### src/rtl/alu_operand_seq_pkg.sv
// Shared types and constants for the alu_operand_seq command sequencer.
package alu_operand_seq_pkg;

  localparam int unsigned WIDTH = 4;
  localparam int unsigned NREG  = 4;
  localparam int unsigned AW    = 2;

  localparam logic [1:0] OP_ADD = 2'b00;
  localparam logic [1:0] OP_SUB = 2'b01;
  localparam logic [1:0] OP_AND = 2'b10;
  localparam logic [1:0] OP_OR  = 2'b11;

  typedef enum logic [1:0] {
    IDLE = 2'b00,
    EXEC = 2'b01,
    RESP = 2'b10
  } state_e;

  // One ALU command as presented on the command handshake
  typedef struct packed {
    logic [1:0]       op;
    logic [AW-1:0]    rd;
    logic [AW-1:0]    rs;
    logic [AW-1:0]    rt;
    logic             use_imm;
    logic [WIDTH-1:0] imm;
  } cmd_t;

endpackage

### src/rtl/alu_operand_seq_if.sv
// Command, alu and result signals of alu_operand_seq.
// ALU_ZERO_FLAG_EN adds the res_zero result flag.
interface alu_operand_seq_if;
  import alu_operand_seq_pkg::*;

  logic             cmd_valid;
  logic             cmd_ready;
  logic [1:0]       cmd_op;
  logic [AW-1:0]    cmd_rd;
  logic [AW-1:0]    cmd_rs;
  logic [AW-1:0]    cmd_rt;
  logic             cmd_use_imm;
  logic [WIDTH-1:0] cmd_imm;
  logic [WIDTH-1:0] alu_a;
  logic [WIDTH-1:0] alu_b;
  logic [1:0]       alu_op;
  logic [WIDTH-1:0] alu_c;
  logic             res_valid;
  logic             res_ready;
  logic [WIDTH-1:0] res_data;
  logic [AW-1:0]    res_rd;
`ifdef ALU_ZERO_FLAG_EN
  logic             res_zero;
`endif

  modport slave (
    input  cmd_valid, cmd_op, cmd_rd, cmd_rs, cmd_rt, cmd_use_imm, cmd_imm,
    output cmd_ready,
    output alu_a, alu_b, alu_op,
    input  alu_c,
    output res_valid, res_data, res_rd,
`ifdef ALU_ZERO_FLAG_EN
    output res_zero,
`endif
    input  res_ready
  );

  modport master (
    output cmd_valid, cmd_op, cmd_rd, cmd_rs, cmd_rt, cmd_use_imm, cmd_imm,
    input  cmd_ready,
    input  alu_a, alu_b, alu_op,
    output alu_c,
    input  res_valid, res_data, res_rd,
`ifdef ALU_ZERO_FLAG_EN
    input  res_zero,
`endif
    output res_ready
  );

endinterface

### src/rtl/alu_regfile.sv
// Operand register file: two async read ports, one sync write port, r0 reads zero.
module alu_regfile
  import alu_operand_seq_pkg::*;
#(
  parameter int unsigned DW = WIDTH,
  parameter int unsigned NR = NREG,
  parameter int unsigned IW = AW
) (
  input  logic          clk,
  input  logic          rst_n,
  input  logic [IW-1:0] raddr_a,
  input  logic [IW-1:0] raddr_b,
  output logic [DW-1:0] rdata_a_c,
  output logic [DW-1:0] rdata_b_c,
  input  logic          we,
  input  logic [IW-1:0] waddr,
  input  logic [DW-1:0] wdata
);

  logic [DW-1:0] regs_q [NR];

  // r0 is never written so it stays at its reset value of zero
  always_ff @(posedge clk or negedge rst_n) begin
    if (!rst_n) begin
      for (int i = 0; i < int'(NR); i++) begin
        regs_q[i] <= '0;
      end
    end else if (we && (waddr != '0)) begin
      regs_q[waddr] <= wdata;
    end
  end

  assign rdata_a_c = (raddr_a == '0) ? '0 : regs_q[raddr_a];
  assign rdata_b_c = (raddr_b == '0) ? '0 : regs_q[raddr_b];

endmodule

### src/rtl/alu_operand_seq.sv
// Sequencer feeding the external 4-bit alu: operand fetch, result capture, write-back.
// ALU_ZERO_FLAG_EN adds a registered res_zero flag alongside res_data.
module alu_operand_seq
  import alu_operand_seq_pkg::*;
(
  input logic              clk,
  input logic              rst_n,
  alu_operand_seq_if.slave bus
);

  state_e           state_q, state_d;
  cmd_t             cmd_c;
  logic [WIDTH-1:0] rs_data_c, rt_data_c;
  logic             we_c;

  logic             cmd_ready_q, cmd_ready_d;
  logic [WIDTH-1:0] alu_a_q, alu_a_d;
  logic [WIDTH-1:0] alu_b_q, alu_b_d;
  logic [1:0]       alu_op_q, alu_op_d;
  logic [AW-1:0]    rd_q, rd_d;
  logic             res_valid_q, res_valid_d;
  logic [WIDTH-1:0] res_data_q, res_data_d;
  logic [AW-1:0]    res_rd_q, res_rd_d;
`ifdef ALU_ZERO_FLAG_EN
  logic             res_zero_q, res_zero_d;
`endif

  assign cmd_c = '{op:      bus.cmd_op,
                   rd:      bus.cmd_rd,
                   rs:      bus.cmd_rs,
                   rt:      bus.cmd_rt,
                   use_imm: bus.cmd_use_imm,
                   imm:     bus.cmd_imm};

  alu_regfile #(
    .DW (WIDTH),
    .NR (NREG),
    .IW (AW)
  ) u_regfile (
    .clk       (clk),
    .rst_n     (rst_n),
    .raddr_a   (cmd_c.rs),
    .raddr_b   (cmd_c.rt),
    .rdata_a_c (rs_data_c),
    .rdata_b_c (rt_data_c),
    .we        (we_c),
    .waddr     (rd_q),
    .wdata     (bus.alu_c)
  );

  // State register
  always_ff @(posedge clk or negedge rst_n) begin
    if (!rst_n) begin
      state_q <= IDLE;
    end else begin
      state_q <= state_d;
    end
  end

  // Next-state logic
  always_comb begin
    state_d = state_q;
    unique case (state_q)
      IDLE:    if (bus.cmd_valid) state_d = EXEC;
      EXEC:    state_d = RESP;
      RESP:    if (bus.res_ready) state_d = IDLE;
      default: state_d = IDLE;
    endcase
  end

  // Next values of the registered outputs; everything holds unless its state updates it
  always_comb begin
    alu_a_d     = alu_a_q;
    alu_b_d     = alu_b_q;
    alu_op_d    = alu_op_q;
    rd_d        = rd_q;
    res_valid_d = res_valid_q;
    res_data_d  = res_data_q;
    res_rd_d    = res_rd_q;
`ifdef ALU_ZERO_FLAG_EN
    res_zero_d  = res_zero_q;
`endif
    we_c        = 1'b0;
    unique case (state_q)
      IDLE: begin
        if (bus.cmd_valid) begin
          alu_a_d  = rs_data_c;
          alu_b_d  = cmd_c.use_imm ? cmd_c.imm : rt_data_c;
          alu_op_d = cmd_c.op;
          rd_d     = cmd_c.rd;
        end
      end
      EXEC: begin
        res_valid_d = 1'b1;
        res_data_d  = bus.alu_c;
        res_rd_d    = rd_q;
`ifdef ALU_ZERO_FLAG_EN
        res_zero_d  = (bus.alu_c == '0);
`endif
        we_c        = 1'b1;
      end
      RESP: begin
        if (bus.res_ready) res_valid_d = 1'b0;
      end
      default: ;
    endcase
    // Ready depends only on the upcoming state, so res_ready reaches it through a flop
    cmd_ready_d = (state_d == IDLE);
  end

  // Output registers
  always_ff @(posedge clk or negedge rst_n) begin
    if (!rst_n) begin
      cmd_ready_q <= 1'b1;
      alu_a_q     <= '0;
      alu_b_q     <= '0;
      alu_op_q    <= OP_ADD;
      rd_q        <= '0;
      res_valid_q <= 1'b0;
      res_data_q  <= '0;
      res_rd_q    <= '0;
`ifdef ALU_ZERO_FLAG_EN
      res_zero_q  <= 1'b0;
`endif
    end else begin
      cmd_ready_q <= cmd_ready_d;
      alu_a_q     <= alu_a_d;
      alu_b_q     <= alu_b_d;
      alu_op_q    <= alu_op_d;
      rd_q        <= rd_d;
      res_valid_q <= res_valid_d;
      res_data_q  <= res_data_d;
      res_rd_q    <= res_rd_d;
`ifdef ALU_ZERO_FLAG_EN
      res_zero_q  <= res_zero_d;
`endif
    end
  end

  assign bus.cmd_ready = cmd_ready_q;
  assign bus.alu_a     = alu_a_q;
  assign bus.alu_b     = alu_b_q;
  assign bus.alu_op    = alu_op_q;
  assign bus.res_valid = res_valid_q;
  assign bus.res_data  = res_data_q;
  assign bus.res_rd    = res_rd_q;
`ifdef ALU_ZERO_FLAG_EN
  assign bus.res_zero  = res_zero_q;
`endif

endmodule
### src/flat_wrapper.sv
// flat-port wrapper written by rule: the top's interface ports become plain ports
module alu_operand_seq_flat import alu_operand_seq_pkg::*;
  (clk, rst_n, bus_cmd_valid, bus_cmd_op, bus_cmd_rd, bus_cmd_rs, bus_cmd_rt, bus_cmd_use_imm, bus_cmd_imm, bus_cmd_ready, bus_alu_a, bus_alu_b, bus_alu_op, bus_alu_c, bus_res_valid, bus_res_data, bus_res_rd, bus_res_ready);
  alu_operand_seq_if bus_i ();
  input logic clk;
  input logic rst_n;
  input wire logic [$bits(bus_i.cmd_valid)-1:0] bus_cmd_valid;
  input wire logic [$bits(bus_i.cmd_op)-1:0] bus_cmd_op;
  input wire logic [$bits(bus_i.cmd_rd)-1:0] bus_cmd_rd;
  input wire logic [$bits(bus_i.cmd_rs)-1:0] bus_cmd_rs;
  input wire logic [$bits(bus_i.cmd_rt)-1:0] bus_cmd_rt;
  input wire logic [$bits(bus_i.cmd_use_imm)-1:0] bus_cmd_use_imm;
  input wire logic [$bits(bus_i.cmd_imm)-1:0] bus_cmd_imm;
  output wire logic [$bits(bus_i.cmd_ready)-1:0] bus_cmd_ready;
  output wire logic [$bits(bus_i.alu_a)-1:0] bus_alu_a;
  output wire logic [$bits(bus_i.alu_b)-1:0] bus_alu_b;
  output wire logic [$bits(bus_i.alu_op)-1:0] bus_alu_op;
  input wire logic [$bits(bus_i.alu_c)-1:0] bus_alu_c;
  output wire logic [$bits(bus_i.res_valid)-1:0] bus_res_valid;
  output wire logic [$bits(bus_i.res_data)-1:0] bus_res_data;
  output wire logic [$bits(bus_i.res_rd)-1:0] bus_res_rd;
  input wire logic [$bits(bus_i.res_ready)-1:0] bus_res_ready;
  assign bus_i.cmd_valid = bus_cmd_valid;
  assign bus_i.cmd_op = bus_cmd_op;
  assign bus_i.cmd_rd = bus_cmd_rd;
  assign bus_i.cmd_rs = bus_cmd_rs;
  assign bus_i.cmd_rt = bus_cmd_rt;
  assign bus_i.cmd_use_imm = bus_cmd_use_imm;
  assign bus_i.cmd_imm = bus_cmd_imm;
  assign bus_cmd_ready = bus_i.cmd_ready;
  assign bus_alu_a = bus_i.alu_a;
  assign bus_alu_b = bus_i.alu_b;
  assign bus_alu_op = bus_i.alu_op;
  assign bus_i.alu_c = bus_alu_c;
  assign bus_res_valid = bus_i.res_valid;
  assign bus_res_data = bus_i.res_data;
  assign bus_res_rd = bus_i.res_rd;
  assign bus_i.res_ready = bus_res_ready;
  alu_operand_seq u_core (.clk(clk), .rst_n(rst_n), .bus(bus_i));
endmodule
### config.mk
export PLATFORM = sky130hd
export DESIGN_NAME = alu_operand_seq_flat
export DESIGN_NICKNAME = d
export VERILOG_FILES = /design/src/rtl/alu_operand_seq_pkg.sv /design/src/rtl/alu_operand_seq_if.sv /design/src/rtl/alu_regfile.sv /design/src/rtl/alu_operand_seq.sv /design/src/flat_wrapper.sv
export SDC_FILE = /design/constraint.sdc
export NUM_CORES = 1
export LEC_CHECK = 0
export ABC_AREA = 1
export CAP_MARGIN = 20
export CORE_MARGIN = 1.5
export CORE_UTILIZATION = 45
export CTS_BUF_LIST = sky130_fd_sc_hd__clkbuf_16
export CTS_CLUSTER_SIZE = 8
export DETAILED_ROUTE_END_ITERATION = 8
export GPL_TIMING_DRIVEN = 0
export PLACE_DENSITY = 0.87
export SETUP_SLACK_MARGIN = 0.5
export SYNTH_ARGS = -nofsm -noshare
export SYNTH_HDL_FRONTEND = slang
export SYNTH_SLANG_ARGS = --single-unit
### constraint.sdc
create_clock -name clk -period 1.1 [get_ports clk]
set_input_delay 0.11 -clock clk [delete_from_list [all_inputs] [get_ports clk]]
set_output_delay 0.11 -clock clk [all_outputs]
set_load 0.1 [all_outputs]
==> reports/qor.csv, run 1 <==
metric,value,unit
outcome,"finished, violations left",
violated checks,"hold timing, setup timing",
initial antenna violation count,0,
die span in x,65.3,um
Cells after DPL,296,
crit-path max FO,8,
register area,1020,um2
area of the multi-input gates,694,um2
Clock Skew,7.09,ps
"Max stage delay cell, worst path",dfrtp_1,
antenna cells,0,
Ys Warns,0,
Port Buffer Count,36,
vias in the first global route,1709,
Layout area overhead,56.2,%
grt total ovfl,0,
Hold WC Path Type,in -> async,
sequential share of the synthesized area,54.6,%
Simple-Gate Fraction of Synth Area,21.7,%
Finished Layout Cells,315,
vias per cell,5.29,
xor/xnor cell area share of the yosys netlist,0,%
Synth top cells by count,"nand2_1 (68), dfrtp_1 (37), inv_1 (24), o21ai_0 (18), a21oi_1 (17)",
Finished Cell Area,2730,um2
"Clk Latency, worst-skew pair",290,ps
max-slew violations,0,
syn nets,233,
Post-Route WL,5100,um
WP data arrival,1480,ps
Syn Std Cell Area,1750,um2
placed cell area,2250,um2
CTS tree,yes,
clock buffer depth,2,
"area leader, netlist",dfrtp_1,
R2R cell count,6,
minimum clock period,1310,ps
CP max stage delay,420,ps
RSZ-0062 raised after global routing,yes,
count of cell types in the netlist,17,
routability cong.,0.887,
syn avg cell area,8.23,um2
Slew @ Worst Pin,508,ps
period utilization,119,%
DR vias,1665,
Placement Setup Slack,-708,ps
die area,4260,um2
share of the synthesized area in the top cell type,53.0,%
Worst Setup End Kind,flop,
multiplexer share of the synthesized area,0,%
FMAX,765,MHz
Initial Util,47.3,%
Residual DRC,0,
FF-to-FF Start,u_core.state_q[1],
worst hold slack,-176,ps
worst-path cell chain,nor2_4 > nand2_2 > or2_1 > buf_6 > nand2_1 > o21ai_2,
Critical Path RT,1270,ps
TritonCTS Sinks,38,
Die Span Y,65.3,um
R2R Setup Slk,-210,ps
final setup margin,-207,ps
"flops & latches, synth",38,
Slew HR,66.1,%
first-pass GRT wire length,8110,um
detailed-placement wirelength estimate,2820,um
total CTS buffers,5,
Synth Area in Compound Gates,14.1,%
adder-cell share of the synthesized area,0,%
fill cell count,239,
layout cells sized above 1,33.3,%
post-route antenna net violation count,0,
"Largest delay share family, worst path",simple AND/OR/NAND/NOR gates,
Tot GR Track Use,25.3,%
final setup vio count,32,
DR WL/cell,16.2,um
cells after synthesis,212,
most common cell in the netlist,nand2_1,
number of synthesized flops with an enable pin,0,
Buf/Inv on CP,1,
ys async rst share,100,%
Detailed Routing Iterations Pass 1,4,
Final Hold Fails,37,
top_reg_cell synth,dfrtp_1,
H-Tree Depth,2,
core area,3690,um2
largest family of logic cells by synthesized area,simple AND/OR/NAND/NOR gates,
"top cells by area, synth","dfrtp_1 (53%), nand2_1 (15%), o21ai_0 (5.2%), inv_1 (5.2%), a21oi_1 (4.9%)",
I/O pin count,39,
max_cap viols,0,
CTS clock-pin slew for the worst setup and hold paths,60,ps
Row Count,22,
Initial DRC Count,127,
worst flop-to-flop path endpoint,u_core.u_regfile.regs_q[5],
Post-layout nets,287,
largest net degree at the start of global routing,39,
Root Buffer,clkbuf_16,
Crit Path Class,reg -> reg,
crit start category,flop,
-- state kept, by name (all words and copies together), names as in the netlist --
signal / cells
u_core.bus.res_data: 4
u_core.rd_q: 2
u_core.bus.alu_a: 4
u_core.u_regfile.regs_q: 16
u_core.bus.cmd_ready: 1
u_core.bus.res_rd: 2
u_core.bus.alu_b: 4
u_core.bus.res_valid: 1
u_core.state_q: 2
u_core.bus.alu_op: 2
-- cell usage in the layout (no fill, tap or decap), types with 2 or more instances in the layout --
master           count
nand2_1             61
inv_1               23
dfrtp_1             20
buf_12              19
clkdlybuf4s50_1     17
dfrtp_4             17
o21ai_0             15
nand3_1             14
a21oi_1             14
buf_4               11
o21ai_2              9
nor2_1               6
nand2_4              5
clkbuf_16            5
clkbuf_1             4
inv_2                3
a21oi_2              3
buf_6                3
nor2_4               2
buf_2                2
nand2_2              2
o21ai_1              2
clkinvlp_4           2
-- timing repair --
item / in CTS / in global routing
buffers inserted: 6 / 4
setup endpoints to repair: 52 / 90
endpoints found under the hold margin: 37 / 37
gates resized for setup: 170 / 15
gates cloned: 1 / 0
pin swaps: 2 / 2
-- layout make-up --
| type | count | share of cell area, % |
|---|---|---|
| flip-flops and latches | 38 | 37.4 |
| well taps | 48 | 2.20 |
| clock buffers | 5 | 4.59 |
| multi-input cells | 136 | 25.5 |
| clock inverters | 3 | 0.597 |
| inverters | 27 | 3.81 |
| plain buffers | 11 | 3.17 |
| repair buffers | 46 | 22.5 |
| repair inverters | 1 | 0.275 |
-- per-stage QoR --
step | util [%] | TNS [ps]
after CTS | 71.7 | -2190
after floorplan | - | -431
after global routing | 73.9 | -5410
after global placement | 61.2 | -51060
final | 73.9 | -3630
after detailed placement | 61.1 | -12760
-- routing by layer --
layer / routed length, um / track usage [%] / up-vias
met1: 1970 / 29.0 / 797
met4: 167 / 10.2 / 0
li1: - / - / 773
met3: 363 / 6.51 / 16
met5: 0 / 0 / -
met2: 2600 / 44.9 / 79
-- how the worst max path moves through the flow --
stage	start	endpoint	slack, ps	cells past startpoint
2_1_floorplan	u_core.state_q[1]	u_core.u_regfile.regs_q[4]	-50	6
3_3_place_gp	rst_n	u_core.bus.alu_b[1]	-1160	1
3_5_place_dp	u_core.bus.cmd_ready	bus_cmd_ready	-710	1
4_1_cts	u_core.state_q[0]	u_core.u_regfile.regs_q[6]	-150	7
5_1_grt	u_core.state_q[1]	u_core.u_regfile.regs_q[6]	-250	6
6_report	u_core.state_q[1]	u_core.u_regfile.regs_q[5]	-210	6
-- cells by family after synthesis --
logic type,after synthesis
AND/OR/NAND/NOR,93
AO/OA/AOI/OAI,43
flip-flops,38
buffers and inverters,38
Power of run 1 is not shown: default switching activity piles up to over one toggle a cycle in this logic, so the estimate is an artifact.
==> run 2: changes to the inputs <==
CORE_UTILIZATION = 53   (was 45)
CTS_CLUSTER_DIAMETER = 80   (was default)
PLACE_DENSITY = 0.95   (was 0.87)
clock period = 1.6 ns   (was 1.1 ns; I/O delays follow)
==> reports/qor.csv, run 2 (same netlist as run 1, synthesis figures left out) <==
metric,value,unit,change
outcome,"finished, violations left",,unchanged
violated checks,hold timing,,"was hold timing, setup timing"
Clock Skew,4.57,ps,was 7.09 ps
crit-path max FO,8,,unchanged
Die Span Y,60.4,um,was 65.3 um
Critical Path RT,1770,ps,was 1270 ps
CP max stage delay,370,ps,was 420 ps
CTS clock-pin slew for the worst setup and hold paths,60,ps,about the same
die span in x,60.4,um,was 65.3 um
RSZ-0062 raised after global routing,yes,,unchanged
period utilization,80.8,%,was 119%
"Clk Latency, worst-skew pair",290,ps,about the same
Initial DRC Count,169,,was 127
"most common cell after layout, fill and taps aside",nand2_1,,unchanged
Row Count,20,,was 22
detailed-placement wirelength estimate,2680,um,was 2820 um
layout cells sized above 1,32.7,%,was 33.3%
H-Tree Depth,2,,unchanged
# hold bufs at CTS,0,,
clock buffer depth,2,,unchanged
R2R cell count,7,,was 6
routability cong.,0.964,,was 0.887
Detailed Routing Iterations Pass 1,4,,unchanged
vias in the first global route,1618,,was 1709
Final Hold Fails,37,,unchanged
WP data arrival,1460,ps,was 1480 ps
DR WL/cell,15.2,um,was 16.2 um
FMAX,773,MHz,was 765 MHz
die area,3650,um2,was 4260 um2
Slew HR,44.9,%,was 66.1%
core area,3100,um2,was 3690 um2
most frequent cells in the layout,"nand2_1 (60), inv_1 (23), dfrtp_1 (20)",,"was nand2_1 (61), inv_1 (23), dfrtp_1 (20)"
Initial Util,56.3,%,was 47.3%
Post-Route WL,4680,um,was 5100 um
grt total ovfl,0,,unchanged
antenna cells,0,,unchanged
Finished Cell Area,2470,um2,was 2730 um2
max reg flops,16,,unchanged
worst hold slack,-30.7,ps,was -176 ps
initial antenna violation count,0,,unchanged
Crit Path Class,reg -> reg,,unchanged
largest net degree at the start of global routing,39,,unchanged
Tot GR Track Use,28.3,%,was 25.3%
post-route antenna net violation count,0,,unchanged
CTS tree,yes,,unchanged
minimum clock period,1290,ps,was 1310 ps
total CTS buffers,5,,unchanged
worst flop-to-flop path endpoint,u_core.u_regfile.regs_q[9],,was u_core.u_regfile.regs_q[5]
Port Buffer Count,36,,unchanged
placed cell area,2190,um2,was 2250 um2
Worst Setup End Kind,flop,,unchanged
"Largest delay share family, worst path",simple AND/OR/NAND/NOR gates,,unchanged
worst-path cell chain,inv_2 > nor2_4 > nand2_2 > or2_0 > buf_6 > nand2_4 > o21ai_2,,was nor2_4 > nand2_2 > or2_1 > buf_6 > nand2_1 > o21ai_2
Post-layout nets,283,,was 287
Hold WC Path Type,in -> async,,unchanged
FF-to-FF Start,u_core.state_q[0],,was u_core.state_q[1]
Placement Setup Slack,-181,ps,was -708 ps
I/O pin count,39,,unchanged
max-slew violations,0,,unchanged
first-pass GRT wire length,7350,um,was 8110 um
crit start category,flop,,unchanged
Buf/Inv on CP,2,,was 1
Layout area overhead,41.4,%,was 56.2%
vias per cell,5.38,,was 5.29
DR vias,1651,,was 1665
Reg with most FFs,u_core.u_regfile.regs_q,,unchanged
TritonCTS Sinks,38,,unchanged
R2R Setup Slk,310,ps,was -210 ps
Residual DRC,0,,unchanged
Root Buffer,clkbuf_16,,unchanged
final setup margin,307,ps,was -207 ps
"Max stage delay cell, worst path",dfrtp_1,,unchanged
max_cap viols,0,,unchanged
Slew @ Worst Pin,826,ps,was 508 ps
final setup vio count,0,,was 32
-- run 2: cell count changes in the layout (fill, tap and decap cells not counted), moves of 2 or more --
cell,change
a21oi_1,-2
dfrtp_4,-17
nand2_4,-3
o21ai_1,-2
o21ai_0,+3
nand2_2,+4
dfrtp_2,+17
buf_12,-18
buf_6,+14
-- run 2: repair_timing --
action                     CTS  global route
cloned                       1             0
resized for setup          127            19
hold endpoints to repair     0             0
pin swaps                    9             5
setup endpoints to repair   43            45
setup buffers                4             2
-- run 2: how the worst max path moves through the flow --
| stage | start | to | slack (ps) | cells past startpoint |
|---|---|---|---|---|
| 6_report | u_core.state_q[0] | u_core.u_regfile.regs_q[9] | 310 | 7 |
| 3_3_place_gp | rst_n | u_core.bus.alu_op[1] | -570 | 1 |
| 5_1_grt | u_core.state_q[0] | u_core.u_regfile.regs_q[9] | 270 | 7 |
| 4_1_cts | u_core.state_q[1] | u_core.u_regfile.regs_q[9] | 360 | 6 |
| 3_5_place_dp | u_core.bus.cmd_ready | bus_cmd_ready | -180 | 1 |
| 2_1_floorplan | u_core.state_q[1] | u_core.u_regfile.regs_q[4] | 440 | 6 |
-- run 2: metal layers --
metal	routed length (um)	share of wire [%]	global-route usage (%)	vias to the layer above
li1	-	-	-	760
met1	1790	38	32.9	771
met2	2300	49	47.2	100
met3	407	8.7	8.74	20
met4	182	3.9	14.6	0
met5	0	0	0	-
-- run 2: cell type report --
cell class / instances / area (um2)
flip-flops and latches: 38 / 973
clock inverters: 3 / 16.3
repair buffers: 43 / 427
clock buffers: 5 / 125
multi-input cells: 136 / 693
plain buffers: 11 / 73.8
well taps: 44 / 55.1
fillers: 209 / 636
inverters: 27 / 104
-- run 2: per-stage QoR --
stage | cells | hold WS (ps) | util (%) | TNS, ps
3_3_place_gp | 292 | 440 | 70.6 | -19090
6_report | 307 | -30.7 | 79.5 | 0
5_1_grt | 307 | 39.0 | 79.5 | 0
2_1_floorplan | 212 | -136 | - | 0
3_5_place_dp | 292 | 303 | 70.5 | -550
4_1_cts | 305 | 4.65 | 76.7 | 0
Power of run 2 is left out for the same reason.
